**src/rtl/logic32_arbiter_if.sv**
```systemverilog
// Request, response and shared logic-unit signals of the two-requester logic arbiter.
interface logic32_arbiter_if #(
   parameter int unsigned WIDTH = 32,
   parameter int unsigned CNT_W = 16
);
   logic             req0_valid;
   logic             req0_ready;
   logic [1:0]       req0_op;
   logic [WIDTH-1:0] req0_a;
   logic [WIDTH-1:0] req0_b;
   logic             req1_valid;
   logic             req1_ready;
   logic [1:0]       req1_op;
   logic [WIDTH-1:0] req1_a;
   logic [WIDTH-1:0] req1_b;
   logic             rsp0_valid;
   logic             rsp0_ready;
   logic [WIDTH-1:0] rsp0_y;
   logic             rsp1_valid;
   logic             rsp1_ready;
   logic [WIDTH-1:0] rsp1_y;
   logic [1:0]       lu_op;
   logic [WIDTH-1:0] lu_a;
   logic [WIDTH-1:0] lu_b;
   logic [WIDTH-1:0] lu_y;
   logic             busy;
   logic [CNT_W-1:0] op_cnt;

   // Arbiter side
   modport slave (
      input  req0_valid, req0_op, req0_a, req0_b,
      input  req1_valid, req1_op, req1_a, req1_b,
      input  rsp0_ready, rsp1_ready, lu_y,
      output req0_ready, req1_ready,
      output rsp0_valid, rsp0_y, rsp1_valid, rsp1_y,
      output lu_op, lu_a, lu_b, busy, op_cnt
   );

   // Requesters and logic unit side
   modport master (
      output req0_valid, req0_op, req0_a, req0_b,
      output req1_valid, req1_op, req1_a, req1_b,
      output rsp0_ready, rsp1_ready, lu_y,
      input  req0_ready, req1_ready,
      input  rsp0_valid, rsp0_y, rsp1_valid, rsp1_y,
      input  lu_op, lu_a, lu_b, busy, op_cnt
   );
endinterface

```
**src/rtl/logic32_arbiter.sv**
```systemverilog
// Round-robin arbiter sharing one combinational AND/OR/NOR/NOT unit between two requesters.
module logic32_arbiter #(
   parameter int unsigned WIDTH     = 32,
   parameter int unsigned PRIO_INIT = 0,
   parameter int unsigned CNT_W     = 16
) (
   input logic                clk,
   input logic                rst_n,
   logic32_arbiter_if.slave   bus
);
   localparam logic [1:0] OP_NOT = 2'b11;

   typedef enum logic [1:0] {IDLE, EXEC, RESP} state_t;

   state_t           state_q, state_d;
   logic             prio_q;
   logic             owner_q;
   logic [1:0]       op_q;
   logic [WIDTH-1:0] a_q;
   logic [WIDTH-1:0] b_q;
   logic [WIDTH-1:0] y0_q;
   logic [WIDTH-1:0] y1_q;
   logic [CNT_W-1:0] cnt_q;

   logic grant0, grant1, capture, done;

   // State register
   always_ff @(posedge clk or negedge rst_n) begin
      if (!rst_n) state_q <= IDLE;
      else        state_q <= state_d;
   end

   // Next state, grant and phase strobes
   always_comb begin
      state_d = state_q;
      grant0  = 1'b0;
      grant1  = 1'b0;
      capture = 1'b0;
      done    = 1'b0;
      case (state_q)
         IDLE: begin
            grant0 = bus.req0_valid && (!bus.req1_valid || !prio_q);
            grant1 = bus.req1_valid && (!bus.req0_valid ||  prio_q);
            if (grant0 || grant1) state_d = EXEC;
         end
         EXEC: begin
            capture = 1'b1;
            state_d = RESP;
         end
         RESP: begin
            done = owner_q ? bus.rsp1_ready : bus.rsp0_ready;
            if (done) state_d = IDLE;
         end
         default: state_d = IDLE;
      endcase
   end

   // Request latch, result capture, priority rotation and completion count
   always_ff @(posedge clk or negedge rst_n) begin
      if (!rst_n) begin
         prio_q  <= 1'(PRIO_INIT);
         owner_q <= 1'b0;
         op_q    <= 2'b00;
         a_q     <= '0;
         b_q     <= '0;
         y0_q    <= '0;
         y1_q    <= '0;
         cnt_q   <= '0;
      end else begin
         if (grant0 || grant1) begin
            owner_q <= grant1;
            op_q    <= grant1 ? bus.req1_op : bus.req0_op;
            a_q     <= grant1 ? bus.req1_a  : bus.req0_a;
            if ((grant1 ? bus.req1_op : bus.req0_op) == OP_NOT) b_q <= '0;
            else                                                b_q <= grant1 ? bus.req1_b : bus.req0_b;
         end
         if (capture) begin
            if (owner_q) y1_q <= bus.lu_y;
            else         y0_q <= bus.lu_y;
         end
         if (done) begin
            cnt_q  <= cnt_q + CNT_W'(1);
            prio_q <= ~owner_q;
         end
      end
   end

   // Ready is the only path from inputs; held low while reset is asserted
   assign bus.req0_ready = rst_n && grant0;
   assign bus.req1_ready = rst_n && grant1;

   // Outputs decoded from registered state
   assign bus.rsp0_valid = (state_q == RESP) && !owner_q;
   assign bus.rsp1_valid = (state_q == RESP) &&  owner_q;
   assign bus.rsp0_y     = y0_q;
   assign bus.rsp1_y     = y1_q;
   assign bus.lu_op      = op_q;
   assign bus.lu_a       = a_q;
   assign bus.lu_b       = b_q;
   assign bus.busy       = (state_q != IDLE);
   assign bus.op_cnt     = cnt_q;
endmodule

```
**src/flat_wrapper.sv**
```systemverilog
// flat-port wrapper written by rule: the top's interface ports become plain ports
module logic32_arbiter_flat 
#(
   parameter int unsigned WIDTH     = 32,
   parameter int unsigned PRIO_INIT = 0,
   parameter int unsigned CNT_W     = 16
)
  (clk, rst_n, bus_req0_valid, bus_req0_op, bus_req0_a, bus_req0_b, bus_req1_valid, bus_req1_op, bus_req1_a, bus_req1_b, bus_rsp0_ready, bus_rsp1_ready, bus_lu_y, bus_req0_ready, bus_req1_ready, bus_rsp0_valid, bus_rsp0_y, bus_rsp1_valid, bus_rsp1_y, bus_lu_op, bus_lu_a, bus_lu_b, bus_busy, bus_op_cnt);
  logic32_arbiter_if #(.WIDTH(WIDTH), .CNT_W(CNT_W)) bus_i ();
  input logic clk;
  input logic rst_n;
  input wire logic [$bits(bus_i.req0_valid)-1:0] bus_req0_valid;
  input wire logic [$bits(bus_i.req0_op)-1:0] bus_req0_op;
  input wire logic [$bits(bus_i.req0_a)-1:0] bus_req0_a;
  input wire logic [$bits(bus_i.req0_b)-1:0] bus_req0_b;
  input wire logic [$bits(bus_i.req1_valid)-1:0] bus_req1_valid;
  input wire logic [$bits(bus_i.req1_op)-1:0] bus_req1_op;
  input wire logic [$bits(bus_i.req1_a)-1:0] bus_req1_a;
  input wire logic [$bits(bus_i.req1_b)-1:0] bus_req1_b;
  input wire logic [$bits(bus_i.rsp0_ready)-1:0] bus_rsp0_ready;
  input wire logic [$bits(bus_i.rsp1_ready)-1:0] bus_rsp1_ready;
  input wire logic [$bits(bus_i.lu_y)-1:0] bus_lu_y;
  output wire logic [$bits(bus_i.req0_ready)-1:0] bus_req0_ready;
  output wire logic [$bits(bus_i.req1_ready)-1:0] bus_req1_ready;
  output wire logic [$bits(bus_i.rsp0_valid)-1:0] bus_rsp0_valid;
  output wire logic [$bits(bus_i.rsp0_y)-1:0] bus_rsp0_y;
  output wire logic [$bits(bus_i.rsp1_valid)-1:0] bus_rsp1_valid;
  output wire logic [$bits(bus_i.rsp1_y)-1:0] bus_rsp1_y;
  output wire logic [$bits(bus_i.lu_op)-1:0] bus_lu_op;
  output wire logic [$bits(bus_i.lu_a)-1:0] bus_lu_a;
  output wire logic [$bits(bus_i.lu_b)-1:0] bus_lu_b;
  output wire logic [$bits(bus_i.busy)-1:0] bus_busy;
  output wire logic [$bits(bus_i.op_cnt)-1:0] bus_op_cnt;
  assign bus_i.req0_valid = bus_req0_valid;
  assign bus_i.req0_op = bus_req0_op;
  assign bus_i.req0_a = bus_req0_a;
  assign bus_i.req0_b = bus_req0_b;
  assign bus_i.req1_valid = bus_req1_valid;
  assign bus_i.req1_op = bus_req1_op;
  assign bus_i.req1_a = bus_req1_a;
  assign bus_i.req1_b = bus_req1_b;
  assign bus_i.rsp0_ready = bus_rsp0_ready;
  assign bus_i.rsp1_ready = bus_rsp1_ready;
  assign bus_i.lu_y = bus_lu_y;
  assign bus_req0_ready = bus_i.req0_ready;
  assign bus_req1_ready = bus_i.req1_ready;
  assign bus_rsp0_valid = bus_i.rsp0_valid;
  assign bus_rsp0_y = bus_i.rsp0_y;
  assign bus_rsp1_valid = bus_i.rsp1_valid;
  assign bus_rsp1_y = bus_i.rsp1_y;
  assign bus_lu_op = bus_i.lu_op;
  assign bus_lu_a = bus_i.lu_a;
  assign bus_lu_b = bus_i.lu_b;
  assign bus_busy = bus_i.busy;
  assign bus_op_cnt = bus_i.op_cnt;
  logic32_arbiter #(.WIDTH(WIDTH), .PRIO_INIT(PRIO_INIT), .CNT_W(CNT_W)) u_core (.clk(clk), .rst_n(rst_n), .bus(bus_i));
endmodule
```
**config.mk**
```make
export PLATFORM = sky130hd
export DESIGN_NAME = logic32_arbiter_flat
export DESIGN_NICKNAME = d
export VERILOG_FILES = /design/src/rtl/logic32_arbiter_if.sv /design/src/rtl/logic32_arbiter.sv /design/src/flat_wrapper.sv
export SDC_FILE = /design/constraint.sdc
export NUM_CORES = 1
export LEC_CHECK = 0
export BUFFER_PORTS_ARGS = -buffer_cell sky130_fd_sc_hd__buf_2
export CAP_MARGIN = 10
export CORE_AREA = 2 2 123 125
export DETAILED_ROUTE_END_ITERATION = 8
export DIE_AREA = 0 0 125 127
export PLACE_DENSITY = 0.88
export SLEW_MARGIN = 10
export SYNTH_ARGS = -nofsm -noshare
export SYNTH_HDL_FRONTEND = slang
export SYNTH_SLANG_ARGS = --single-unit
```
**constraint.sdc**
```tcl
create_clock -name clk -period 2.2 [get_ports clk]
set_input_delay 0.55 -clock clk [delete_from_list [all_inputs] [get_ports clk]]
set_output_delay 0.55 -clock clk [all_outputs]
set_load 0.005 [all_outputs]
```
==> summary.md, run 1 <==
| Metric | Value |
|---|---|
| CTS tree | `yes` |
| Clk Latency, worst-skew pair | `410 ps` |
| CP Data Required Time | `1650 ps` |
| Crit. End Element | `output port` |
| Mapped Cells | `518` |
| First-pass GRT wire length | `27500 um` |
| XOR/XNOR Fraction of Synth Area | `2.10%` |
| Mapped Nets | `689` |
| Die area | `15900 um^2` |
| Filler cells | `1151` |
| Synth Area in Adders | `0.200%` |
| Finished Layout Cells | `1037` |
| DP Cell Count | `1003` |
| Synth top cells by count | `dfrtp_1 (150), a21oi_1 (68), mux2_2 (60), nand2_1 (42), nor2_1 (40)` |
| Post-place setup slack | `207 ps` |
| Mux cell area share after synthesis | `12.1%` |
| CP arrival | `1550 ps` |
| Worst setup margin | `95.6 ps` |
| Max_cap viols | `0` |
| Worst slew pin tran | `785 ps` |
| Maximum VDD drop | `0.623 mV` |
| Fin crit share | `95.7%` |
| FMAX | `475 MHz` |
| Power per cell area | `1430 nW/um^2` |
| Critical path launch point type | `primary input` |
| Die width | `125 um` |
| Clk slew on worst S/H paths | `70 ps` |
| Max Root-Sink Buffers | `2` |
| Yosys top cell by area | `dfrtp_1` |
| Nets | `1010` |
| Synthesized area | `6240 um^2` |
| Synth area leaders | `dfrtp_1 (60%), mux2_2 (11%), a21oi_1 (5.5%)` |
| Slew HR | `47.7%` |
| Run status | `finished, final reports clean` |
| Asr flop ratio synth | `100%` |
| Reg2reg start | `u_core.state_q[1]` |
| Post-Synth Simple-Gate Area | `11.7%` |
| Initial Util | `43.3%` |
| Critical Path Sink | `bus_req0_ready` |
| Vias | `5355` |
| Initial antenna violation count | `1` |
| Critical Path Slowest Stage Cell | `dlygate4sd3_1` |
| DP HPWL | `12800 um` |
| Tmin final | `2100 ps` |
| Root Driver | `clkbuf_16` |
| R2R Setup Slk | `430 ps` |
| Post-synth EDFFs | `0` |
| Syn. warnings | `0` |
| Total negative setup slack | `0 ps` |
| GRT Residual Overflow | `0` |
| Pin count of the biggest net entering global routing | `148` |
| LEAKAGE | `4.37 nW` |
| P&R area growth vs syn | `38.5%` |
| Synth Register Bits | `150` |
| Post-synth top area share | `60.1%` |
| Critical path class | `in -> out` |
| Crit path from | `rst_n` |
| Core ar. | `14400 um^2` |
| IO Port Bufs | `320` |
| Sequential share of the synthesized area | `60.1%` |
| Post-synthesis compound-gate area fraction | `11.3%` |
| Hold Path Class | `in -> reg` |
| Slew Viols, Final | `0` |
| All-Layer GR Usage | `21.8%` |
| Unrepaired setup endpoints after global routing | `false` |
| Vias in the first global route | `5318` |
| H-tree levels | `4` |
| # setup viols final | `0` |
| Main flop type after synthesis | `dfrtp_1` |
| Crit path largest cell delay | `550 ps` |
| Detailed Routing Iterations Pass 1 | `4` |
| Final hold violation count | `0` |
| Share of layout cells above drive strength 1 | `50.2%` |
| IO Pins | `321` |
| R2r endpoint | `u_core.bus.lu_a[23]` |
| Finished Core Util | `60.0%` |
| Vias per cell | `5.16` |
| Most common cell in the synthesized netlist | `dfrtp_1` |
| Worst R2R Path Depth | `5` |
| DR DRC count | `0` |
| Setup Buffers After CTS | `0` |
| Site Rows | `44` |
| Main combinational cell family by area after synthesis | `multiplexers` |
| Total Wirelength | `17700 um` |
| Avg Cell Area, Syn | `12.1 um^2` |
| Synth unique cells | `33` |
| Clock Skew | `8.77 ps` |
| TritonCTS Buffers | `17` |
| GPL Wtd Cong | `0.796` |
| Drt wl/cell | `17.1 um` |
| DRT antenna net count | `0` |
| Die H | `127 um` |
| CP cell instances | `dlygate4sd3_1, buf_6, and4_1, buf_2` |
| Crit path max fanout | `6` |
| Clock Sink Count | `150` |
| Initial DRC Count | `261` |
critical path, delay by kind of cell:
kind	cells	cell delay, ps
AND/OR/NAND/NOR	1	170
buffers and inverters	3	830
report_power, final:
part | internal [mW] | switching (mW) | total [mW]
clock network | 1.62 | 1.21 | 2.84
logic | 2.43 | 2.28 | 4.71
registers | 4.06 | 0.779 | 4.84
total | 8.12 | 4.27 | 12.4
layer usage:
layer,vias to the layer above,GRT usage (%),wire length [um],part of all wire [%]
li1,2474,-,-,-
met1,2597,26.4,7030,40
met2,258,38.1,9050,51
met3,26,5.90,1300,7.3
met4,0,7.45,349,2.0
met5,-,0,0,0
how the worst min path moves through the flow:
stage,start,endpoint,slack (ps),depth (start not counted)
detailed placement,rst_n,u_core.bus.lu_op[0],350,1
CTS,bus_req0_b[26],u_core.bus.lu_b[26],350,2
global placement,rst_n,u_core.bus.lu_op[1],350,1
floorplan,rst_n,u_core.bus.lu_a[0],250,0
finish,bus_req0_b[20],u_core.bus.lu_b[20],360,2
global route,bus_req0_b[12],u_core.bus.lu_b[12],340,2
cell families after synthesis:
family,count (synthesis)
AOI/OAI and AO/OA,105
xor gates and xnor gates,15
adders and majority gates,1
buffers and inverters,34
DFF,150
muxes,67
and+or+nand+nor,146
registers in the layout, indices dropped and copies added (netlist names):
register / count
u_core.prio_q: 1
u_core.bus.lu_a: 32
u_core.bus.lu_op: 2
u_core.bus.op_cnt: 16
u_core.bus.rsp1_y: 32
u_core.bus.rsp0_y: 32
u_core.owner_q: 1
u_core.bus.lu_b: 32
u_core.state_q: 2
layout by cell type (no fill, tap or decap), types with 8 or more instances in the layout:
| cell | n |
|---|---|
| buf_2 | 319 |
| clkbuf_16 | 17 |
| and2_1 | 34 |
| nand4_1 | 8 |
| nor2_1 | 39 |
| mux2_2 | 60 |
| dfrtp_1 | 150 |
| xnor2_1 | 12 |
| nand2_1 | 42 |
| a21oi_1 | 68 |
| buf_4 | 9 |
| a221o_1 | 32 |
stage by stage:
step	power [mW]	hold WS (ps)	cell area (um^2)
floorplan	7.38	254	6240
global placement	9.40	352	8060
detailed placement	9.63	354	8060
CTS	12.5	346	8650
global route	13.2	342	8650
finish	12.4	363	8650
layout make-up:
type	instances	area [um^2]	area share, %
flip-flops and latches	150	3750	43.4
multi-input cells	334	2340	27.1
repair buffers	332	1730	20.0
clock buffers	19	443	5.12
well taps	184	230	2.66
clock inverters	13	135	1.56
inverters	4	15.0	0.174
diodes	1	2.50	0.0289
repair_timing:
item,in CTS,in global routing
setup endpoints to repair,0,0
hold buffers,1,0
gates resized for setup,0,0
hold endpoints to repair,3,0
(Power assumes the default switching activity.)
==> inputs of run 2 (changes only) <==
==> constraint.sdc (replaced) <==
create_clock -name clk -period 2.2 [get_ports clk]
set_input_delay 0.66 -clock clk [delete_from_list [all_inputs] [get_ports clk]]
set_output_delay 0.66 -clock clk [all_outputs]
set_load 0.005 [all_outputs]
==> summary.md, run 2 (synthesis results as in run 1) <==
| Metric | Value |
|---|---|
| Fin crit share | `95.4% (was 95.7%)` |
| Sequential cell fraction of total power | `38.9% (was 39.1%)` |
| DR DRC count | `0 (unchanged)` |
| Final hold violation count | `0 (unchanged)` |
| Slew HR | `44.3% (was 47.7%)` |
| Crit. End Element | `output port (unchanged)` |
| Tmin final | `2100 ps (about the same)` |
| Reg2reg start | `u_core.state_q[0] (was u_core.state_q[1])` |
| Initial DRC Count | `245 (was 261)` |
| Total chip power | `12.5 mW (was 12.4 mW)` |
| Max Root-Sink Buffers | `2 (unchanged)` |
| IO Port Bufs | `320 (unchanged)` |
| Clock Skew | `9.29 ps (was 8.77 ps)` |
| Clock Sink Count | `150 (unchanged)` |
| Pin count of the biggest net entering global routing | `150 (was 148)` |
| DRT antenna net count | `0 (unchanged)` |
| Finished Core Util | `60.3% (was 60.0%)` |
| Commonest non-fill, non-tap cell in the layout | `buf_2 (unchanged)` |
| DP HPWL | `12700 um (was 12800 um)` |
| IO Pins | `321 (unchanged)` |
| Unrepaired setup endpoints after global routing | `false (unchanged)` |
| Most frequent cells in the layout | `buf_2 (319), dfrtp_1 (148), a21oi_1 (68) (was buf_2 (319), dfrtp_1 (150), a21oi_1 (68))` |
| Slew Viols, Final | `0 (unchanged)` |
| Clk slew on worst S/H paths | `60 ps (was 70 ps)` |
| Detailed Routing Iterations Pass 1 | `5 (was 4)` |
| Maximum VDD drop | `0.602 mV (was 0.623 mV)` |
| Drt wl/cell | `17.1 um (about the same)` |
| H-tree levels | `4 (unchanged)` |
| # setup viols final | `0 (unchanged)` |
| Die width | `125 um (unchanged)` |
| Clk pwr share | `22.8% (was 22.9%)` |
| Core ar. | `14400 um^2 (unchanged)` |
| Crit path max fanout | `5 (was 6)` |
| Root Driver | `clkbuf_16 (unchanged)` |
| Share of layout cells above drive strength 1 | `50.6% (was 50.2%)` |
| Run status | `finished, final reports clean (unchanged)` |
| Internal Power | `8.23 mW (was 8.12 mW)` |
| Switch share | `34.0% (was 34.5%)` |
| CTS tree | `yes (unchanged)` |
| R2R Setup Slk | `330 ps (was 430 ps)` |
| First-pass GRT wire length | `27800 um (was 27500 um)` |
| Power per cell area | `1430 nW/um^2 (about the same)` |
| Nets | `1012 (was 1010)` |
| Psw | `4.24 mW (was 4.27 mW)` |
| TritonCTS Buffers | `17 (unchanged)` |
| Vias | `5337 (was 5355)` |
| R2r endpoint | `u_core.bus.lu_b[20] (was u_core.bus.lu_a[23])` |
| CP arrival | `1440 ps (was 1550 ps)` |
| Total Wirelength | `17800 um (was 17700 um)` |
| Clk Latency, worst-skew pair | `410 ps (about the same)` |
| Worst slew pin tran | `834 ps (was 785 ps)` |
| Vias per cell | `5.13 (was 5.16)` |
| Initial antenna violation count | `3 (was 1)` |
| Site Rows | `44 (unchanged)` |
| Critical path class | `reg -> out (was in -> out)` |
| Setup Buffers After CTS | `0 (unchanged)` |
| Worst setup margin | `101 ps (was 95.6 ps)` |
| Vias in the first global route | `5364 (was 5318)` |
| Worst R2R Path Depth | `5 (unchanged)` |
| LEAKAGE | `4.37 nW (about the same)` |
| GPL Wtd Cong | `0.805 (was 0.796)` |
| GRT Residual Overflow | `0 (unchanged)` |
| P&R area growth vs syn | `39.4% (was 38.5%)` |
| CP Data Required Time | `1540 ps (was 1650 ps)` |
| Die area | `15900 um^2 (unchanged)` |
| Critical path launch point type | `flip-flop (was primary input)` |
| Hold Path Class | `in -> async (was in -> reg)` |
| Die H | `127 um (unchanged)` |
| FMAX | `476 MHz (was 475 MHz)` |
| Max_cap viols | `0 (unchanged)` |
| Post-place setup slack | `-287 ps (was 207 ps)` |
| WHS | `23.6 ps (was 363 ps)` |
| CTS Hold Bufs | `0 (was 1)` |
| All-Layer GR Usage | `22.1% (was 21.8%)` |
| Initial Util | `43.3% (unchanged)` |
| Gate power share | `38.3% (was 38.0%)` |
run 2: cell types whose count changed in the layout (fill, tap and decap cells not counted), sizes merged:
cell         before  now
dlygate4sd3       1    0
diode             1    2
bufinv            1    2
clkinvlp          1    4
buf             331  333
inv               9    6
clkinv            6    5
a211oi            1    2
run 2: stage by stage:
step | TNS (ps) | std cells | cell area, um^2
6_report | 0 | 1040 | 8700
5_1_grt | 0 | 1039 | 8700
4_1_cts | 0 | 1037 | 8670
3_5_place_dp | -4670 | 1005 | 8090
3_3_place_gp | -3680 | 1005 | 8090
2_1_floorplan | 0 | 518 | 6240
run 2: layout make-up:
type	count	area (um^2)
Timing Repair Buffer	333	1740
Clock buffer	19	433
Inverter	4	15.0
Multi-Input combinational cell	335	2370
Sequential cell	150	3760
Antenna cell	2	5.00
Tap cell	184	230
Fill cell	1145	5720
Clock inverter	13	150
run 2: worst max path at each step:
stage / from / end / slack, ps / cells after the start
after global placement: bus_req1_valid / u_core.bus.lu_b[25] / -250 / 6
after floorplan: bus_req1_valid / u_core.bus.lu_b[10] / 410 / 6
after detailed placement: bus_req1_valid / u_core.bus.lu_b[16] / -290 / 6
after CTS: u_core.state_q[0] / u_core.bus.lu_b[20] / 10 / 5
final: u_core.state_q[1] / bus_rsp1_valid / 100 / 4
after global routing: u_core.state_q[0] / bus_req1_ready / 20 / 3
run 2: layer usage:
layer,vias to the layer above,track usage (%),wire length [um],share of wire [%]
met1,2585,26.7,7250,41
met3,22,5.99,1300,7.3
li1,2483,-,-,-
met5,-,0,13,0.073
met4,2,7.19,267,1.5
met2,245,38.5,8930,50
run 2: critical path: stages, from the launching register on:
cell and delay, ps:
dfrtp_2 450, buf_4 160, nor2b_1 130, and2_1 160
buf_2 140
run 2: power by group through the flow:
stage | Clock [mW] | Combinational (mW) | Sequential, mW
detailed placement | 0 | 4.80 | 4.85
global placement | 0 | 4.64 | 4.80
floorplan | 0 | 2.49 | 4.88
global route | 3.05 | 5.25 | 5.02
finish | 2.84 | 4.78 | 4.85
CTS | 2.90 | 4.82 | 4.84
run 2: timing repair:
| action | in CTS | in global routing |
|---|---|---|
| setup endpoints to repair | 1 | 13 |
| cloned | 0 | 1 |
| pin swaps | 0 | 1 |
| resized for setup | 1 | 3 |
